`config.mk`:
```
export PLATFORM = sky130hd
export DESIGN_NAME = link_rx_buffer
export DESIGN_NICKNAME = d
export VERILOG_FILES = /design/src/rtl/link_rx_buffer.sv
export SDC_FILE = /design/constraint.sdc
export NUM_CORES = 1
export LEC_CHECK = 0
export ABC_AREA = 1
export CELL_PAD_IN_SITES_DETAIL_PLACEMENT = 1
export CELL_PAD_IN_SITES_GLOBAL_PLACEMENT = 2
export CORE_MARGIN = 2
export CORE_UTILIZATION = 42
export DETAILED_ROUTE_END_ITERATION = 7
export DONT_BUFFER_PORTS = 1
export PLACE_DENSITY = 0.8
export SYNTH_ARGS = -nofsm -noshare
export SYNTH_HDL_FRONTEND = slang
export SYNTH_SLANG_ARGS = --single-unit
```
`constraint.sdc`:
```
create_clock -name clk -period 3.55 [get_ports clk]
set_input_delay 0.71 -clock clk [delete_from_list [all_inputs] [get_ports clk]]
set_output_delay 0.71 -clock clk [all_outputs]
set_load 0.02 [all_outputs]
```
`src/rtl/link_rx_buffer.sv`:
```
// Four-phase req/ack link receiver with show-ahead FIFO and frame counter; optional `LINK_RX_REQ_SYNC_EN` req synchronizer.
// Latency: ack/push 1 cycle after req seen high (3 with sync); release 1 cycle (3 with sync). Full FIFO withholds ack.
module link_rx_buffer #(
    parameter int DEPTH     = 4,
    parameter int FRAME_LEN = 4
) (
    input  logic                         clk,
    input  logic                         rst,
    input  logic                         req_in,
    input  logic [7:0]                   data_in,
    output logic                         ack_out,
    output logic [7:0]                   last_byte_out,
    output logic                         rd_valid,
    output logic [7:0]                   rd_data,
    input  logic                         rd_ready,
    output logic [$clog2(DEPTH):0]       level_out,
    output logic [$clog2(FRAME_LEN):0]   byte_cnt_out,
    output logic                         frame_done
);
    localparam int AW = $clog2(DEPTH);
    localparam int LW = AW + 1;
    localparam int CW = $clog2(FRAME_LEN) + 1;
    localparam logic [CW-1:0] CNT_MAX = CW'(FRAME_LEN - 1);
    localparam logic [LW-1:0] LVL_FULL = LW'(DEPTH);

    typedef enum logic {IDLE, ACK} state_t;

    state_t          state_q, state_d;
    logic            req_s;
    logic            push, pop, full;
    logic [7:0]      mem_q [DEPTH];
    logic [AW-1:0]   wr_ptr_q, wr_ptr_d, rd_ptr_q, rd_ptr_d;
    logic [LW-1:0]   level_q, level_d;
    logic [CW-1:0]   cnt_q, cnt_d;
    logic [7:0]      last_q, last_d;
    logic            fd_q, fd_d;

`ifdef LINK_RX_REQ_SYNC_EN
    logic req_meta_q, req_sync_q;

    always_ff @(posedge clk) begin
        if (rst) begin
            req_meta_q <= 1'b0;
            req_sync_q <= 1'b0;
        end else begin
            req_meta_q <= req_in;
            req_sync_q <= req_meta_q;
        end
    end

    assign req_s = req_sync_q;
`else
    assign req_s = req_in;
`endif

    // Full test uses the registered level, so a same-cycle pop cannot admit a push.
    assign full     = (level_q == LVL_FULL);
    assign rd_valid = (level_q != '0);
    assign pop      = rd_valid && rd_ready;

    always_comb begin
        state_d = state_q;
        push    = 1'b0;
        case (state_q)
            IDLE: begin
                if (req_s && !full) begin
                    push    = 1'b1;
                    state_d = ACK;
                end
            end
            ACK: begin
                if (!req_s) state_d = IDLE;
            end
            default: state_d = IDLE;
        endcase
    end

    always_comb begin
        wr_ptr_d = wr_ptr_q;
        rd_ptr_d = rd_ptr_q;
        level_d  = level_q;
        cnt_d    = cnt_q;
        last_d   = last_q;
        fd_d     = 1'b0;
        if (push) begin
            wr_ptr_d = wr_ptr_q + 1'b1;
            last_d   = data_in;
            if (cnt_q == CNT_MAX) begin
                cnt_d = '0;
                fd_d  = 1'b1;
            end else begin
                cnt_d = cnt_q + 1'b1;
            end
        end
        if (pop) rd_ptr_d = rd_ptr_q + 1'b1;
        case ({push, pop})
            2'b10:   level_d = level_q + 1'b1;
            2'b01:   level_d = level_q - 1'b1;
            default: level_d = level_q;
        endcase
    end

    always_ff @(posedge clk) begin
        if (rst) begin
            state_q  <= IDLE;
            wr_ptr_q <= '0;
            rd_ptr_q <= '0;
            level_q  <= '0;
            cnt_q    <= '0;
            last_q   <= 8'h00;
            fd_q     <= 1'b0;
        end else begin
            state_q  <= state_d;
            wr_ptr_q <= wr_ptr_d;
            rd_ptr_q <= rd_ptr_d;
            level_q  <= level_d;
            cnt_q    <= cnt_d;
            last_q   <= last_d;
            fd_q     <= fd_d;
        end
    end

    // Storage needs no reset: the level gates what is visible.
    always_ff @(posedge clk) begin
        if (push) mem_q[wr_ptr_q] <= data_in;
    end

    assign ack_out       = (state_q == ACK);
    assign last_byte_out = last_q;
    assign rd_data       = rd_valid ? mem_q[rd_ptr_q] : 8'h00;
    assign level_out     = level_q;
    assign byte_cnt_out  = cnt_q;
    assign frame_done    = fd_q;

endmodule

```
==> results.md, run 1 <==
* Max FO, Critical Path at 8
* Status: completed
* Resize count post-CTS at 0
* Seq/Total Area, Yosys at 61.2%
* Clock Latency Late Sink at 0.31 ns
* Routed WL per cell at 17.6 um
* Fillers at 582
* Clock Sinks at 54
* DRT antenna net count at 0
* First-pass GRT wire length at 8330 um
* Slew @ Worst Pin at 0.735 ns
* Most Frequent Cell on Critical Path: inv_1
* PwrDens at 699 nW/um^2
* Worst IR Drop VDD at 253 uV
* H-Tree Depth at 2
* Synth cell types at 24
* Max_slew headroom at 50.8%
* Clock Power Share at 20.2%
* FP Rows at 26
* Crit. End Element: output pin
* Final setup fails at 0
* Initial drt markers at 92
* Clock buffer depth at 2
* Area of the mapped netlist at 2290 um^2
* Total wire length at 5190 um
* CP Launch Type: flop
* Tcrit/Tclk final at 74.3%
* Ratio of cells with drive above 1 in the final layout at 8.44%
* DIE HEIGHT at 77.8 um
* Cell count after synthesis at 225
* Synthesized Nets at 244
* Synthesis-stage register bit count at 54
* Worst-path cell chain: inv_1 -> nand2_1 -> inv_1 -> a21oi_1
* Area leader, netlist: edfxtp_1
* Reg power frac at 50.6%
* TritonRoute pass-1 iters at 4
* Vias at 1533
* Max incr delay on CP at 0.52 ns
* Post-CTS setup buffer count at 0
* I/O pin cnt at 37
* Leak pwr at 0.884 nW
* Worst-path clk slew at 0.09 ns
* Vias per inst at 5.20
* Hold Crit Class: in -> reg
* Setup Crit Path Kind: reg -> out
* Reg area at 1400 um^2
* Number of synthesis warnings at 0
* Internal power at 1.00 mW
* Util after Layout at 46.1%
* Critical-path top delay cell: dfxtp_1
* FMAX at 379 MHz
* Fin crit period at 2.64 ns
* Remaining global-route overflow at 0
* GPL Wtd Cong at 0.766
* HPWL after detailed placement at 3760 um
* Synth area leaders: edfxtp_1, dfxtp_1, nor2_1, a21oi_1, nand3_1
* RSZ-0062 raised after global routing: false
* Switching Fraction at 39.8%
* Number of global-route vias before repair at 1568
* DIE WIDTH at 77.8 um
* DP Area at 2300 um^2
* Post-CTS Hold Buffers at 0
* Initial antenna violation count at 0
* Endpoints failing hold at 0
* Diodes inserted at 0
* Mean post-synth cell area at 10.2 um^2
* Area of the multi-input gates at 723 um^2
* Slew Limit Fails at 0
* Total GRT Usage at 18.2%
* Psw at 0.663 mW
* Share of the synthesized area in the top cell type at 42.0%
* Critical path required time at 2.84 ns
* Fin nets at 243
* Starting Density at 44.3%
* Worst Path Arrival at 1.93 ns
* Final instance area at 2390 um^2
* Area grow syn2layout at 4.21%
* # DRC at 0
* Pin count of the biggest net entering global routing at 18
* TritonCTS clock tree: built
* Tot Pwr at 1.67 mW
* Die area at 6060 um^2
* Root Buffer Master: clkbuf_8
* Max Cap Violations at 0
* Total negative slack at 0 ns
* Top cell family by delay on the critical path: flip-flops
* Gate power share at 29.3%
* Worst Skew at 0.00841 ns
* Core box area at 5170 um^2
* CP Buf/Inv Count at 2
* Port buffer count at 0
* CTS Buf Count at 5
==> sequential cells by signal (all words and copies together) (netlist names), named ones only <==
signal	cells
level_out	3
last_byte_out	8
mem_q	32
frame_done	1
ack_out	1
byte_cnt_out	3
rd_ptr_q	2
wr_ptr_q	2
==> worst paths after layout <==
check               start               end  slack [ns]  cells after the start
max          level_out[2]        rd_data[1]        0.91                      4
min                   rst  last_byte_out[5]        0.45                      1
max reg2reg  level_out[2]      level_out[2]        1.24                     13
min reg2reg   rd_ptr_q[1]              flop        0.50                      2
==> kinds of logic after synthesis <==
kind of cell             synth area share (%)
AND/OR/NAND/NOR                          17.5
adder cells (fa/ha/maj)                  4.15
flip-flops                               61.2
buffers and inverters                    7.21
AO/OA/AOI/OAI                            9.95
==> layout make-up <==
type / instances / share of cell area, %
multi-input cells: 139 / 30.3
well taps: 70 / 3.67
inverters: 24 / 3.78
flip-flops and latches: 54 / 58.7
clock buffers: 8 / 3.51
==> cells in the final DEF (no fill, tap or decap), drive strengths merged <==
master  netlist  layout
o211ai        1       1
o21ai        19      19
fa            1       1
clkbuf        1       8
clkinv        1       1
nand2        27      27
nand3        18      18
a21oi        22      22
edfxtp       32      32
dfxtp        22      22
nor2         45      45
inv          23      23
ha            6       6
==> metrics by stage <==
| stage | setup WS [ns] | std cells | hold slack (ns) |
|---|---|---|---|
| after detailed placement | 1.21 | 287 | 0.496 |
| after CTS | 0.865 | 295 | 0.438 |
| after global placement | 1.27 | 287 | 0.483 |
| final | 0.911 | 295 | 0.452 |
| after global routing | 0.757 | 295 | 0.432 |
| after floorplan | 1.48 | 225 | 0.466 |
==> worst register-to-register path: stages (launching register included) <==
cell     delay [ns]
dfxtp_1        0.52
inv_1          0.13
nand2_1        0.29
nand2_1        0.13
inv_1          0.13
ha_1           0.18
inv_1          0.08
fa_1           0.40
inv_1          0.08
nand2_1        0.05
nand3_1        0.08
nand2_1        0.06
nand2_1        0.05
nor2_1         0.04
==> routing by layer <==
metal | GRT usage [%] | share of wire [%] | vias to the layer above | wire length (um)
met3 | 4.88 | 4.5 | 10 | 234
met4 | 6.79 | 1.9 | 0 | 100
met2 | 28.4 | 47 | 32 | 2430
met1 | 24.1 | 47 | 749 | 2420
li1 | - | - | 742 | -
met5 | 0 | 0 | - | 0
==> synthesized netlist by cell type, drive strengths merged <==
master,instances
nor2,45
edfxtp,32
nand2,27
inv,23
a21oi,22
dfxtp,22
o21ai,19
nand3,18
buf,7
ha,6
clkbuf,1
clkinv,1
fa,1
o211ai,1
==> power by group through the flow <==
stage	registers (mW)	clock network, mW	logic, mW
after CTS	0.845	0.347	0.493
after detailed placement	0.860	0	0.491
after global routing	0.854	0.374	0.552
after floorplan	0.822	0	0.443
after global placement	0.855	0	0.465
final	0.843	0.336	0.488
(Power assumes the default switching activity.)
==> inputs of run 2 (changes only) <==
--- a/config.mk
+++ b/config.mk
@@ -9,10 +9,10 @@
 export CELL_PAD_IN_SITES_DETAIL_PLACEMENT = 1
 export CELL_PAD_IN_SITES_GLOBAL_PLACEMENT = 2
 export CORE_MARGIN = 2
-export CORE_UTILIZATION = 42
+export CORE_UTILIZATION = 35
 export DETAILED_ROUTE_END_ITERATION = 7
 export DONT_BUFFER_PORTS = 1
-export PLACE_DENSITY = 0.8
+export PLACE_DENSITY = 0.71
 export SYNTH_ARGS = -nofsm -noshare
 export SYNTH_HDL_FRONTEND = slang
 export SYNTH_SLANG_ARGS = --single-unit
==> constraint.sdc (replaced) <==
create_clock -name clk -period 2.4 [get_ports clk]
set_input_delay 0.48 -clock clk [delete_from_list [all_inputs] [get_ports clk]]
set_output_delay 0.48 -clock clk [all_outputs]
set_load 0.02 [all_outputs]
==> run 2 against run 1 <==
Hold slack got worse by 0.23 ns. Critical endpoint is now rd_data[4]. Design area increased by 6.0%. Clock power increased by 63%. Largest cell class unchanged. Total power increased by 61%.
==> results.md, run 2 (synthesis results as in run 1) <==
* Clock Sinks at 54
* H-Tree Depth at 2
* Pin count of the biggest net entering global routing at 18
* Post-CTS Hold Buffers at 0
* DP Area at 2430 um^2
* Area grow syn2layout at 10.5%
* Post-CTS setup buffer count at 0
* Port buffer count at 0
* Final instance area at 2530 um^2
* Hold Crit Class: in -> reg
* Ratio of cells with drive above 1 in the final layout at 15.4%
* DIE WIDTH at 84.9 um
* Max incr delay on CP at 0.42 ns
* First-pass GRT wire length at 8180 um
* DIE HEIGHT at 84.9 um
* PwrDens at 1060 nW/um^2
* DRT antenna net count at 0
* Starting Density at 36.1%
* Clock Latency Late Sink at 0.31 ns
* Die area at 7200 um^2
* Remaining global-route overflow at 0
* Total negative slack at 0 ns
* Slew @ Worst Pin at 0.644 ns
* Util after Layout at 39.8%
* Most Frequent Cell on Critical Path: buf_4
* CTS Buf Count at 5
* Endpoint of the worst hold-timing path: last_byte_out[6]
* Terminus of the critical flop-to-flop path: level_out[2]
* Clock buffer depth at 2
* Total wire length at 4780 um
* Fin nets at 259
* Initial drt markers at 73
* Tot Pwr at 2.68 mW
* Hold path depth at 1
* Worst Skew at 0.00649 ns
* Diodes inserted at 0
* Critical-path top delay cell: dfxtp_1
* Hold_sp: rst
* Total GRT Usage at 14.5%
* Placed Cells at 310
* Crit. End Element: output pin
* CP Buf/Inv Count at 3
* Endpoints failing hold at 0
* Fin crit period at 2.14 ns
* Most flops, register: mem_q
* FP Rows at 29
* Routed WL per cell at 15.0 um
* Worst IR Drop VDD at 489 uV
* TritonRoute pass-1 iters at 3
* Max_slew headroom at 56.9%
* Vias per inst at 4.86
* Resize count post-CTS at 0
* Vias at 1545
* Initial antenna violation count at 0
* Core box area at 6350 um^2
* Setup Crit Path Kind: reg -> out
* FMAX at 467 MHz
* Worst Slack Setup Final at 0.257 ns
* Critical path required time at 1.92 ns
* RSZ-0062 raised after global routing: false
* Slew Limit Fails at 0
* Tcrit/Tclk final at 89.3%
* Largest register FFs at 32
* Worst Path Arrival at 1.66 ns
* Number of global-route vias before repair at 1625
* HPWL after detailed placement at 3440 um
* Worst R2R Path Depth at 12
* GPL Wtd Cong at 0.714
* Top cell family by delay on the critical path: buffers and inverters
* Leak pwr at 0.971 nW
* Final setup fails at 0
* Status: completed
* RR Startpoint: level_out[0]
* Fin cells at 318
* Pre-CTS setup slack at 0.348 ns
* Root Buffer Master: clkbuf_8
* I/O pin cnt at 37
* Worst-path cell chain: nor2_4 -> nand2_1 -> buf_4 -> inv_1 -> a21oi_1 -> buf_4
* Max FO, Critical Path at 8
* Most common cell after layout, fill and taps aside: nor2_1
* Min Hold Slack at 0.220 ns
* Worst-path clk slew at 0.10 ns
* TritonCTS clock tree: built
* Most frequent cells in the layout: nor2_1, edfxtp_1, inv_1, dfxtp_1, nand2_1
* CP Launch Type: flop
* Register-to-register setup slack at 0.36 ns
* # DRC at 0
* Max Cap Violations at 0
## run 2: changes by cell type in the layout (fill, tap and decap cells not counted)
cell	delta
inv_6	+1
clkbuf_4	-1
buf_4	+16
clkinvlp_4	+1
clkbuf_8	+1
clkbuf_1	-2
## run 2: final cells by class
class	count	area (um^2)
Fill cell	727	3820
Sequential cell	54	1400
Multi-Input combinational cell	139	723
Timing Repair Buffer	16	120
Tap cell	77	96.3
Inverter	24	90.1
Clock buffer	6	82.6
Clock inverter	2	16.3
## run 2: where the power goes
part	total (mW)	internal (mW)	switching, mW
Sequential	1.21	1.08	0.125
Clock	0.547	0.238	0.309
Combinational	0.924	0.338	0.586
Total	2.68	1.66	1.02
## run 2: worst max path at each step
| stage | end | slack (ns) | depth (start not counted) | from |
|---|---|---|---|---|
| after global placement | level_out[2] | 0.39 | 12 | level_out[0] |
| after global routing | rd_data[1] | 0.07 | 5 | flop |
| after floorplan | level_out[2] | 0.41 | 13 | level_out[2] |
| final | rd_data[4] | 0.26 | 6 | level_out[0] |
| after CTS | rd_data[3] | 0.21 | 6 | level_out[0] |
| after detailed placement | level_out[2] | 0.35 | 12 | level_out[0] |
## run 2: per-layer routing
layer	vias up	wire [um]	GRT usage [%]
li1	774	-	-
met1	743	2230	18.9
met2	22	2310	24.0
met3	6	177	3.50
met4	0	63	4.76
met5	-	0	0
## run 2: worst register-to-register path, stage by stage (launching register included)
cell     delay, ns
dfxtp_1       0.42
nor2_4        0.18
nand2_4       0.15
nand2_4       0.22
ha_1          0.20
inv_1         0.07
fa_1          0.38
inv_1         0.06
nand2_1       0.04
nand3_1       0.08
nand2_1       0.06
nand2_1       0.06
nor2_1        0.04
